===== config.mk =====
export PLATFORM = sky130hd
export DESIGN_NAME = serial_adder_flat
export DESIGN_NICKNAME = d
export VERILOG_FILES = /design/src/rtl/serial_adder_pkg.sv /design/src/rtl/serial_adder_if.sv /design/src/rtl/serial_adder_full_adder.sv /design/src/rtl/serial_adder.sv /design/src/flat_wrapper.sv
export SDC_FILE = /design/constraint.sdc
export NUM_CORES = 1
export LEC_CHECK = 0
export CAP_MARGIN = 5
export CORE_MARGIN = 1.5
export CORE_UTILIZATION = 27
export CTS_CLUSTER_SIZE = 40
export DETAILED_ROUTE_END_ITERATION = 7
export SKIP_LAST_GASP = 1
export SLEW_MARGIN = 15
export SYNTH_ARGS = -nofsm -noshare
export SYNTH_HDL_FRONTEND = slang
export SYNTH_SLANG_ARGS = --single-unit
export TNS_END_PERCENT = 10

===== constraint.sdc =====
create_clock -name clk_i -period 1.9 [get_ports clk_i]
set_input_delay 0.38 -clock clk_i [delete_from_list [all_inputs] [get_ports clk_i]]
set_output_delay 0.38 -clock clk_i [all_outputs]
set_load 0.03 [all_outputs]

===== src/rtl/serial_adder_pkg.sv =====
// -----------------------------------------------------------------------------
// serial_adder_pkg
//   Shared types and helpers for the bit-serial adder.
//   - state_t : control FSM states (IDLE, RUN, DONE)
//   - maj3    : three-input majority, i.e. the carry of a full adder
// -----------------------------------------------------------------------------
package serial_adder_pkg;

  typedef enum logic [1:0] {
    IDLE = 2'd0,
    RUN  = 2'd1,
    DONE = 2'd2
  } state_t;

  function automatic logic maj3(input logic x, input logic y, input logic z);
    return (x & y) | (x & z) | (y & z);
  endfunction

endpackage


===== src/rtl/serial_adder_if.sv =====
// -----------------------------------------------------------------------------
// serial_adder_if
//   Operand and result handshakes of the bit-serial adder.
//   Operand side : valid_i, ready_o, a_i, b_i, cin_i
//   Result side  : valid_o, ready_i, sum_o, cout_o, ovf_o (ovf_o only when
//                  SERIAL_ADDER_OVF_EN is defined)
//   Modports: master = producer of operands / consumer of results,
//             slave  = the adder itself.
// -----------------------------------------------------------------------------
interface serial_adder_if #(
  parameter int WIDTH = 8
);
  logic             valid_i;
  logic             ready_o;
  logic [WIDTH-1:0] a_i;
  logic [WIDTH-1:0] b_i;
  logic             cin_i;
  logic             valid_o;
  logic             ready_i;
  logic [WIDTH-1:0] sum_o;
  logic             cout_o;
`ifdef SERIAL_ADDER_OVF_EN
  logic             ovf_o;
`endif

  modport master (
    output valid_i, a_i, b_i, cin_i, ready_i,
    input  ready_o, valid_o, sum_o, cout_o
`ifdef SERIAL_ADDER_OVF_EN
    , input ovf_o
`endif
  );

  modport slave (
    input  valid_i, a_i, b_i, cin_i, ready_i,
    output ready_o, valid_o, sum_o, cout_o
`ifdef SERIAL_ADDER_OVF_EN
    , output ovf_o
`endif
  );

endinterface


===== src/rtl/serial_adder_full_adder.sv =====
// -----------------------------------------------------------------------------
// full_adder
//   Single-bit combinational full adder used by the serial adder datapath.
//   Ports: a, b, cin (inputs) -> s (sum), cout (carry-out).
// -----------------------------------------------------------------------------
module full_adder
  import serial_adder_pkg::*;
(
  input  logic a,
  input  logic b,
  input  logic cin,
  output logic s,
  output logic cout
);

  assign s    = a ^ b ^ cin;
  assign cout = maj3(a, b, cin);

endmodule


===== src/rtl/serial_adder.sv =====
// -----------------------------------------------------------------------------
// serial_adder
//   Bit-serial adder: latches two WIDTH-bit operands and a carry-in, then adds
//   them LSB-first, one bit per clock, through one full adder and a registered
//   carry. Result {cout_o, sum_o} = a + b + cin is offered on a valid/ready
//   handshake.
//   Ports:
//     clk_i : clock, posedge
//     rst_i : synchronous active-high reset
//     bus   : serial_adder_if.slave (operand and result handshakes)
//   Optional feature macro: SERIAL_ADDER_OVF_EN adds ovf_o (signed overflow,
//   registered together with sum_o).
//   Timing: operands accepted on edge t, valid_o high from edge t+WIDTH,
//   ready_o back on the edge after the result is taken.
// -----------------------------------------------------------------------------
module serial_adder
  import serial_adder_pkg::*;
#(
  parameter int WIDTH = 8
) (
  input  logic         clk_i,
  input  logic         rst_i,
  serial_adder_if.slave bus
);

  localparam int CNT_W = $clog2(WIDTH + 1);
  localparam logic [CNT_W-1:0] LAST_BIT = CNT_W'(WIDTH - 1);

  // control state
  state_t           state_q, state_d;
  logic             ready_q, ready_d;
  logic             valid_q, valid_d;
  logic [CNT_W-1:0] cnt_q,   cnt_d;
  logic             c_q,     c_d;

  // datapath state
  logic [WIDTH-1:0] a_q,     a_d;
  logic [WIDTH-1:0] b_q,     b_d;
  logic [WIDTH-1:0] sh_q,    sh_d;
  logic [WIDTH-1:0] sum_q,   sum_d;
  logic             cout_q,  cout_d;
`ifdef SERIAL_ADDER_OVF_EN
  logic             ovf_q,   ovf_d;
`endif

  logic fa_s;
  logic fa_c;

  full_adder u_fa (
    .a    (a_q[0]),
    .b    (b_q[0]),
    .cin  (c_q),
    .s    (fa_s),
    .cout (fa_c)
  );

  always_comb begin
    state_d = state_q;
    ready_d = ready_q;
    valid_d = valid_q;
    cnt_d   = cnt_q;
    c_d     = c_q;
    a_d     = a_q;
    b_d     = b_q;
    sh_d    = sh_q;
    sum_d   = sum_q;
    cout_d  = cout_q;
`ifdef SERIAL_ADDER_OVF_EN
    ovf_d   = ovf_q;
`endif

    case (state_q)
      IDLE: begin
        if (bus.valid_i && ready_q) begin
          a_d     = bus.a_i;
          b_d     = bus.b_i;
          c_d     = bus.cin_i;
          cnt_d   = '0;
          ready_d = 1'b0;
          state_d = RUN;
        end
      end

      RUN: begin
        // Sum bits enter at the MSB so that after WIDTH shifts bit 0 sits at
        // the LSB.
        a_d   = a_q >> 1;
        b_d   = b_q >> 1;
        c_d   = fa_c;
        sh_d  = (sh_q >> 1) | (WIDTH'(fa_s) << (WIDTH - 1));
        cnt_d = cnt_q + CNT_W'(1);
        if (cnt_q == LAST_BIT) begin
          sum_d   = sh_d;
          cout_d  = fa_c;
`ifdef SERIAL_ADDER_OVF_EN
          // On the last bit c_q is the carry into the MSB.
          ovf_d   = c_q ^ fa_c;
`endif
          valid_d = 1'b1;
          state_d = DONE;
        end
      end

      DONE: begin
        if (bus.ready_i) begin
          valid_d = 1'b0;
          ready_d = 1'b1;
          state_d = IDLE;
        end
      end

      default: begin
        valid_d = 1'b0;
        ready_d = 1'b1;
        state_d = IDLE;
      end
    endcase
  end

  always_ff @(posedge clk_i) begin
    a_q  <= a_d;
    b_q  <= b_d;
    sh_q <= sh_d;
    if (rst_i) begin
      state_q <= IDLE;
      ready_q <= 1'b1;
      valid_q <= 1'b0;
      cnt_q   <= '0;
      c_q     <= 1'b0;
      sum_q   <= '0;
      cout_q  <= 1'b0;
`ifdef SERIAL_ADDER_OVF_EN
      ovf_q   <= 1'b0;
`endif
    end else begin
      state_q <= state_d;
      ready_q <= ready_d;
      valid_q <= valid_d;
      cnt_q   <= cnt_d;
      c_q     <= c_d;
      sum_q   <= sum_d;
      cout_q  <= cout_d;
`ifdef SERIAL_ADDER_OVF_EN
      ovf_q   <= ovf_d;
`endif
    end
  end

  assign bus.ready_o = ready_q;
  assign bus.valid_o = valid_q;
  assign bus.sum_o   = sum_q;
  assign bus.cout_o  = cout_q;
`ifdef SERIAL_ADDER_OVF_EN
  assign bus.ovf_o   = ovf_q;
`endif

endmodule


===== src/flat_wrapper.sv =====
// flat-port wrapper written by rule: the top's interface ports become plain ports
module serial_adder_flat import serial_adder_pkg::*;
#(
  parameter int WIDTH = 8
)
  (clk_i, rst_i, bus_valid_i, bus_a_i, bus_b_i, bus_cin_i, bus_ready_i, bus_ready_o, bus_valid_o, bus_sum_o, bus_cout_o);
  serial_adder_if #(.WIDTH(WIDTH)) bus_i ();
  input  logic clk_i;
  input  logic rst_i;
  input wire logic [$bits(bus_i.valid_i)-1:0] bus_valid_i;
  input wire logic [$bits(bus_i.a_i)-1:0] bus_a_i;
  input wire logic [$bits(bus_i.b_i)-1:0] bus_b_i;
  input wire logic [$bits(bus_i.cin_i)-1:0] bus_cin_i;
  input wire logic [$bits(bus_i.ready_i)-1:0] bus_ready_i;
  output wire logic [$bits(bus_i.ready_o)-1:0] bus_ready_o;
  output wire logic [$bits(bus_i.valid_o)-1:0] bus_valid_o;
  output wire logic [$bits(bus_i.sum_o)-1:0] bus_sum_o;
  output wire logic [$bits(bus_i.cout_o)-1:0] bus_cout_o;
  assign bus_i.valid_i = bus_valid_i;
  assign bus_i.a_i = bus_a_i;
  assign bus_i.b_i = bus_b_i;
  assign bus_i.cin_i = bus_cin_i;
  assign bus_i.ready_i = bus_ready_i;
  assign bus_ready_o = bus_i.ready_o;
  assign bus_valid_o = bus_i.valid_o;
  assign bus_sum_o = bus_i.sum_o;
  assign bus_cout_o = bus_i.cout_o;
  serial_adder #(.WIDTH(WIDTH)) u_core (.clk_i(clk_i), .rst_i(rst_i), .bus(bus_i));
endmodule

# Word level (Yosys, flattened, before mapping)
# Index checks and enable logic that the tools add are counted.
# W data, S select, Z words.
[totals]
regBits = 42
inputBits = 21
[classes]
add_sub_neg = 1
eq_ne = 6
mux = 18
bitwise = 10
n_reduce_logical = 8
[op_table]
columns = ["op", "count"]
rows = [
  ["$pmux W8 S2", 2],
  ["$mux W8", 2],
  ["$reduce_and A3 Y1", 3],
  ["$or A7 B8 Y8", 1],
  ["$pmux W4 S2", 1],
  ["$mux W2", 3],
  ["$pmux W1 S3", 2],
  ["$pmux W2 S3", 1],
  ["$mux W1", 5],
  ["$add A4 B1 Y4 const B", 1],
  ["$eq A4 B3 Y1 const B", 1],
  ["$mux W4", 1],
  ["$ne A2 B1 Y1 const B", 2],
  ["$reduce_and A2 Y1", 2],
  ["$and A1 B1 Y1", 3],
  ["$eq A2 B1 Y1 const B", 1],
  ["$eq A2 B2 Y1 const B", 1],
  ["$logic_not A2 Y1", 1],
  ["$ne A2 B2 Y1 const B", 1],
  ["$not A1 Y1", 2],
  ["$or A1 B1 Y1", 2],
  ["$pmux W1 S2", 1],
  ["$reduce_bool A2 Y1", 1],
  ["$xor A1 B1 Y1", 2],
  ["$logic_and A1 B1 Y1", 1],
]

# Logic depth before layout (Yosys ltp)
[logic_depth]
ltp_word = 4
ltp_mapped = 6
depth_no_buf = 3

# Cells and area by module
# Synthesis repeated with hierarchy kept, for this count alone.
[hier_totals]
cells_unflattened = 156
area_unflattened_um2 = 1700.4
[by_module_without_submodules]
columns = ["mod", "n_inst", "cells_each", "area_each_um2"]
rows = [
  ["serial_adder", 1, 155, 1680.4],
  ["full_adder", 1, 1, 20.0],
]

# Least setup slack after synthesis
# Ideal clock, no wire load.
[synth_path]
kind = "reg-to-reg"
from = "register u_core.ready_q, in the netlist u_core.bus.ready_o"
to = "register u_core.a_q[0], enable pin"
setup_ps = 392
arrival_time_ps = 1478
path_slack_ps = 30
stages_incl_launch_ff = 3
period_less_slack_ps = 1870
path_cell_list = "dfxtp_1 > a21oi_1 > nor2_1"
[synth_via]
elab_chain_cells = 3
[synth_lines]
columns = ["element", "line", "text"]
rows = [
  ["start: declaration", "serial_adder.sv:31", "logic ready_q, ready_d;"],
  ["start signal: assignment", "serial_adder.sv:137", "ready_q <= ready_d;"],
  ["$logic_and A1 B1 Y1", "serial_adder.sv:74", "if (bus.valid_i && ready_q) begin"],
  ["$ne A2 B1 Y1 (no line)", "--", ""],
  ["$reduce_and A2 Y1 (no line)", "--", ""],
  ["end signal: assignment", "serial_adder.sv:121", "a_q <= a_d;"],
  ["end: declaration", "serial_adder.sv:37", "logic [WIDTH-1:0] a_q, a_d;"],
]
# Every way passes these cells.
# A chain may end at the register's enable or synchronous reset.

# Final worst setup path
[layout_path]
from = "register u_core.cout_q, in the netlist u_core.bus.cout_o"
to = "output port bus_cout_o"
[layout_rtl]
columns = ["element", "line", "text"]
rows = [
  ["start: declaration", "serial_adder.sv:41", "logic cout_q, cout_d;"],
  ["start signal: assignment", "serial_adder.sv:142", "cout_q <= cout_d;"],
  ["end: declaration", "flat_wrapper.sv:18", "output wire logic [$bits(bus_i.cout_o)-1:0] bus_cout_o;"],
]
# No word-level cell between the ends.

==> reports/metrics.csv <==
metric;value;unit
initial antenna violation count;0;
largest net degree at the start of global routing;28;
ant diodes;0;
Gate Count Post-Synth;128;
met3 usage;3.18;%
core box area;6060;um^2
placed instance area;2150;um^2
min-delay worst type;flip-flop to flip-flop;
Mapped Area;1730;um^2
max incr delay on CP;0.68;ns
Static Leak;0.769;nW
Critical Path Fanout Max;2;
nets@finish;187;
Post-Route Utilization;37.2;%
CP Launch Type;flip-flop;
final WL;2790;um
crit path time final;1.69;ns
Power Density;823;nW/um^2
Core Rows;28;
clock-pin slew on the worst setup and hold paths;0.08;ns
Clock Tree Buf Depth;2;
fill count;601;
worst path cell trace;clkdlybuf4s50_1;
CTS Hold Bufs;0;
Hold Slack;0.459;ns
TritonCTS Buffers;5;
Layout Skew;0.00454;ns
drt initial violations;104;
Worst Path Arrival;1.31;ns
Area Overhead vs Synth;30.7;%
Initial Util;28.5;%
CTS Sinks;41;
# setup viols final;0;
hold path depth;0;
CTS tree;done;
relative slew slack;76.2;%
RSZ-0062 raised after global routing;false;
dpl ws;0.252;ns
Overflow after GRT;0;
WHS Endpoint;u_core.sh_q[5]$_DFFE_PP_;
Routed wire per std cell;11.6;um
period utilisation layout;89.2;%
critical path depth in cells;1;
Mapped Avg Cell Area;13.5;um^2
r2r endpoint;u_core.bus.cout_o$_SDFFE_PP0P_;
max-slew violation count;0;
Crit Path Class;flip-flop to output pin;
post-route antenna net violation count;0;
total power;1.86;mW
number of port buffers;31;
sequential area share after synthesis;60.9;%
Detail Placement HPWL;1890;um
Die X-Extent;82.9;um
M1 GR Usage;11.9;%
H-tree levels;2;
DRC;0;
total negative setup slack;0;ns
Crit path max-delay family;buffers and inverters;
worst slew pin tran;0.357;ns
Worst Path Required;1.52;ns
synthesized net count;151;
Fmax;590;MHz
Unique masters post-synth;28;
vias per inst;4.44;
DIE HEIGHT;82.9;um
r2r setup slk;0.45;ns
GRT Resource Usage Total;8.90;%
vias in the first global route;1107;
Synth warnings;0;
Final Hold Vio Count;0;
CP Buf/Inv Count;1;
design area;2260;um^2
share of cells above drive strength 1;18.2;%
first-pass GRT wire length;5020;um
slack of the critical path;0.205;ns
Vias;1065;
met2 Use GR;13.7;%
cts repair resizes;0;
dpl cells;232;
CP Capture Type;output pin;
1st-pass router iterations;4;
IO Count;32;
maximum VDD drop;0.394;mV
outcome;finished clean;
reg2reg path depth;5;
Placer Congestion;0.672;
Worst Hold Launch;u_core.sh_q[6]$_DFFE_PP_;
Critical-path top delay cell;clkdlybuf4s50_1;
post-route insts no fill;240;
Setup Fix Bufs, Post-CTS;0;
Clk Latency, worst-skew pair;0.28;ns
max-cap viol count;0;
die area;6880;um^2
Top Usage Layer GRT;met2;
worst r2r src;u_core.state_q[0]$_SDFFE_PP0P_;
Root Buffer;clkbuf_8;
Synth Register Bits;41;
-- registers in the layout, summed over array words and instances, names as in the netlist --
| signal | cells |
|---|---|
| u_core.a_q | 8 |
| u_core.b_q | 8 |
| u_core.bus.sum_o | 8 |
| u_core.sh_q | 7 |
| u_core.cnt_q | 4 |
| u_core.state_q | 2 |
| u_core.bus.cout_o | 1 |
| u_core.bus.ready_o | 1 |
| u_core.bus.valid_o | 1 |
| u_core.c_q | 1 |
-- synthesized netlist by cell type --
library cell	instances	area share, %
a21oi_1	6	1.7
mux2i_1	10	5.8
edfxtp_1	23	40
fa_1	1	1.2
buf_2	1	0.29
and2_1	1	0.36
ha_1	1	0.73
o21a_1	1	0.44
nand3_1	3	0.87
or3b_1	1	0.51
o2bb2ai_1	1	0.51
o21ba_2	1	0.58
buf_4	1	0.44
o21ai_0	3	0.87
nor2_1	3	0.65
a31oi_1	2	0.73
and3_1	1	0.36
nor2b_4	1	0.80
a311oi_1	1	0.51
nand2_1	2	0.44
nand2b_1	21	7.6
dfxtp_1	18	21
a211oi_1	1	0.44
nor2b_1	3	1.1
buf_6	3	2.0
clkbuf_1	3	0.65
or2b_1	1	0.44
mux2_2	14	9.1
-- kinds of logic (layout without fill, tap and decap cells) --
kind of cell    Yosys count  in the layout  share of synthesized area (%)
mux                      24             24                           14.9
buf+inv                   8             45                           3.34
simple gates             37             37                           13.1
flops                    41             41                           60.9
compound gates           16             16                           5.80
fa+ha+maj                 2              2                           1.89
-- power breakdown --
part	total [mW]	switching, mW	internal, mW
clock	0.610	0.282	0.328
sequential	1.04	0.0233	1.01
combinational	0.209	0.0832	0.126
-- metal layers --
layer / wire length (um) / vias to the layer above
met5: 0 / -
met4: 7 / 0
met3: 165 / 2
met2: 1310 / 33
met1: 1300 / 498
li1: - / 532
-- cell usage in the layout (no fill, tap or decap), types with 3 or more instances in the layout --
cell             synthesis  routed
a21oi_1                  6       6
buf_12                   0       3
buf_4                    1       3
clkbuf_8                 0       7
clkdlybuf4s50_1          0      31
dfxtp_1                 18      18
edfxtp_1                23      23
mux2_2                  14      14
mux2i_1                 10      10
nand2b_1                21      21
nand3_1                  3       3
nor2_1                   3       3
nor2b_1                  3       3
o21ai_0                  3       3
-- cell type report --
class,instances,area [um^2],share of cell area (%)
sequential,41,1050,46.6
clock inverter,1,5.00,0.222
multi-input combinational,79,617,27.3
clock buffer,7,96.3,4.27
timing repair buffer,37,393,17.4
tap,75,93.8,4.16
-- worst max path at each step --
stage,start,slack (ns),end
6_report,u_core.bus.cout_o$_SDFFE_PP0P_,0.21,bus_cout_o
5_1_grt,u_core.bus.cout_o$_SDFFE_PP0P_,0.15,bus_cout_o
4_1_cts,u_core.bus.cout_o$_SDFFE_PP0P_,0.18,bus_cout_o
3_5_place_dp,bus_valid_i,0.25,u_core.a_q[4]$_DFFE_PP_
3_3_place_gp,bus_valid_i,0.28,u_core.a_q[4]$_DFFE_PP_
2_1_floorplan,u_core.bus.ready_o$_SDFFE_PP1P_,0.03,u_core.a_q[0]$_DFFE_PP_
Note: power is estimated with default switching activity, not from simulation.
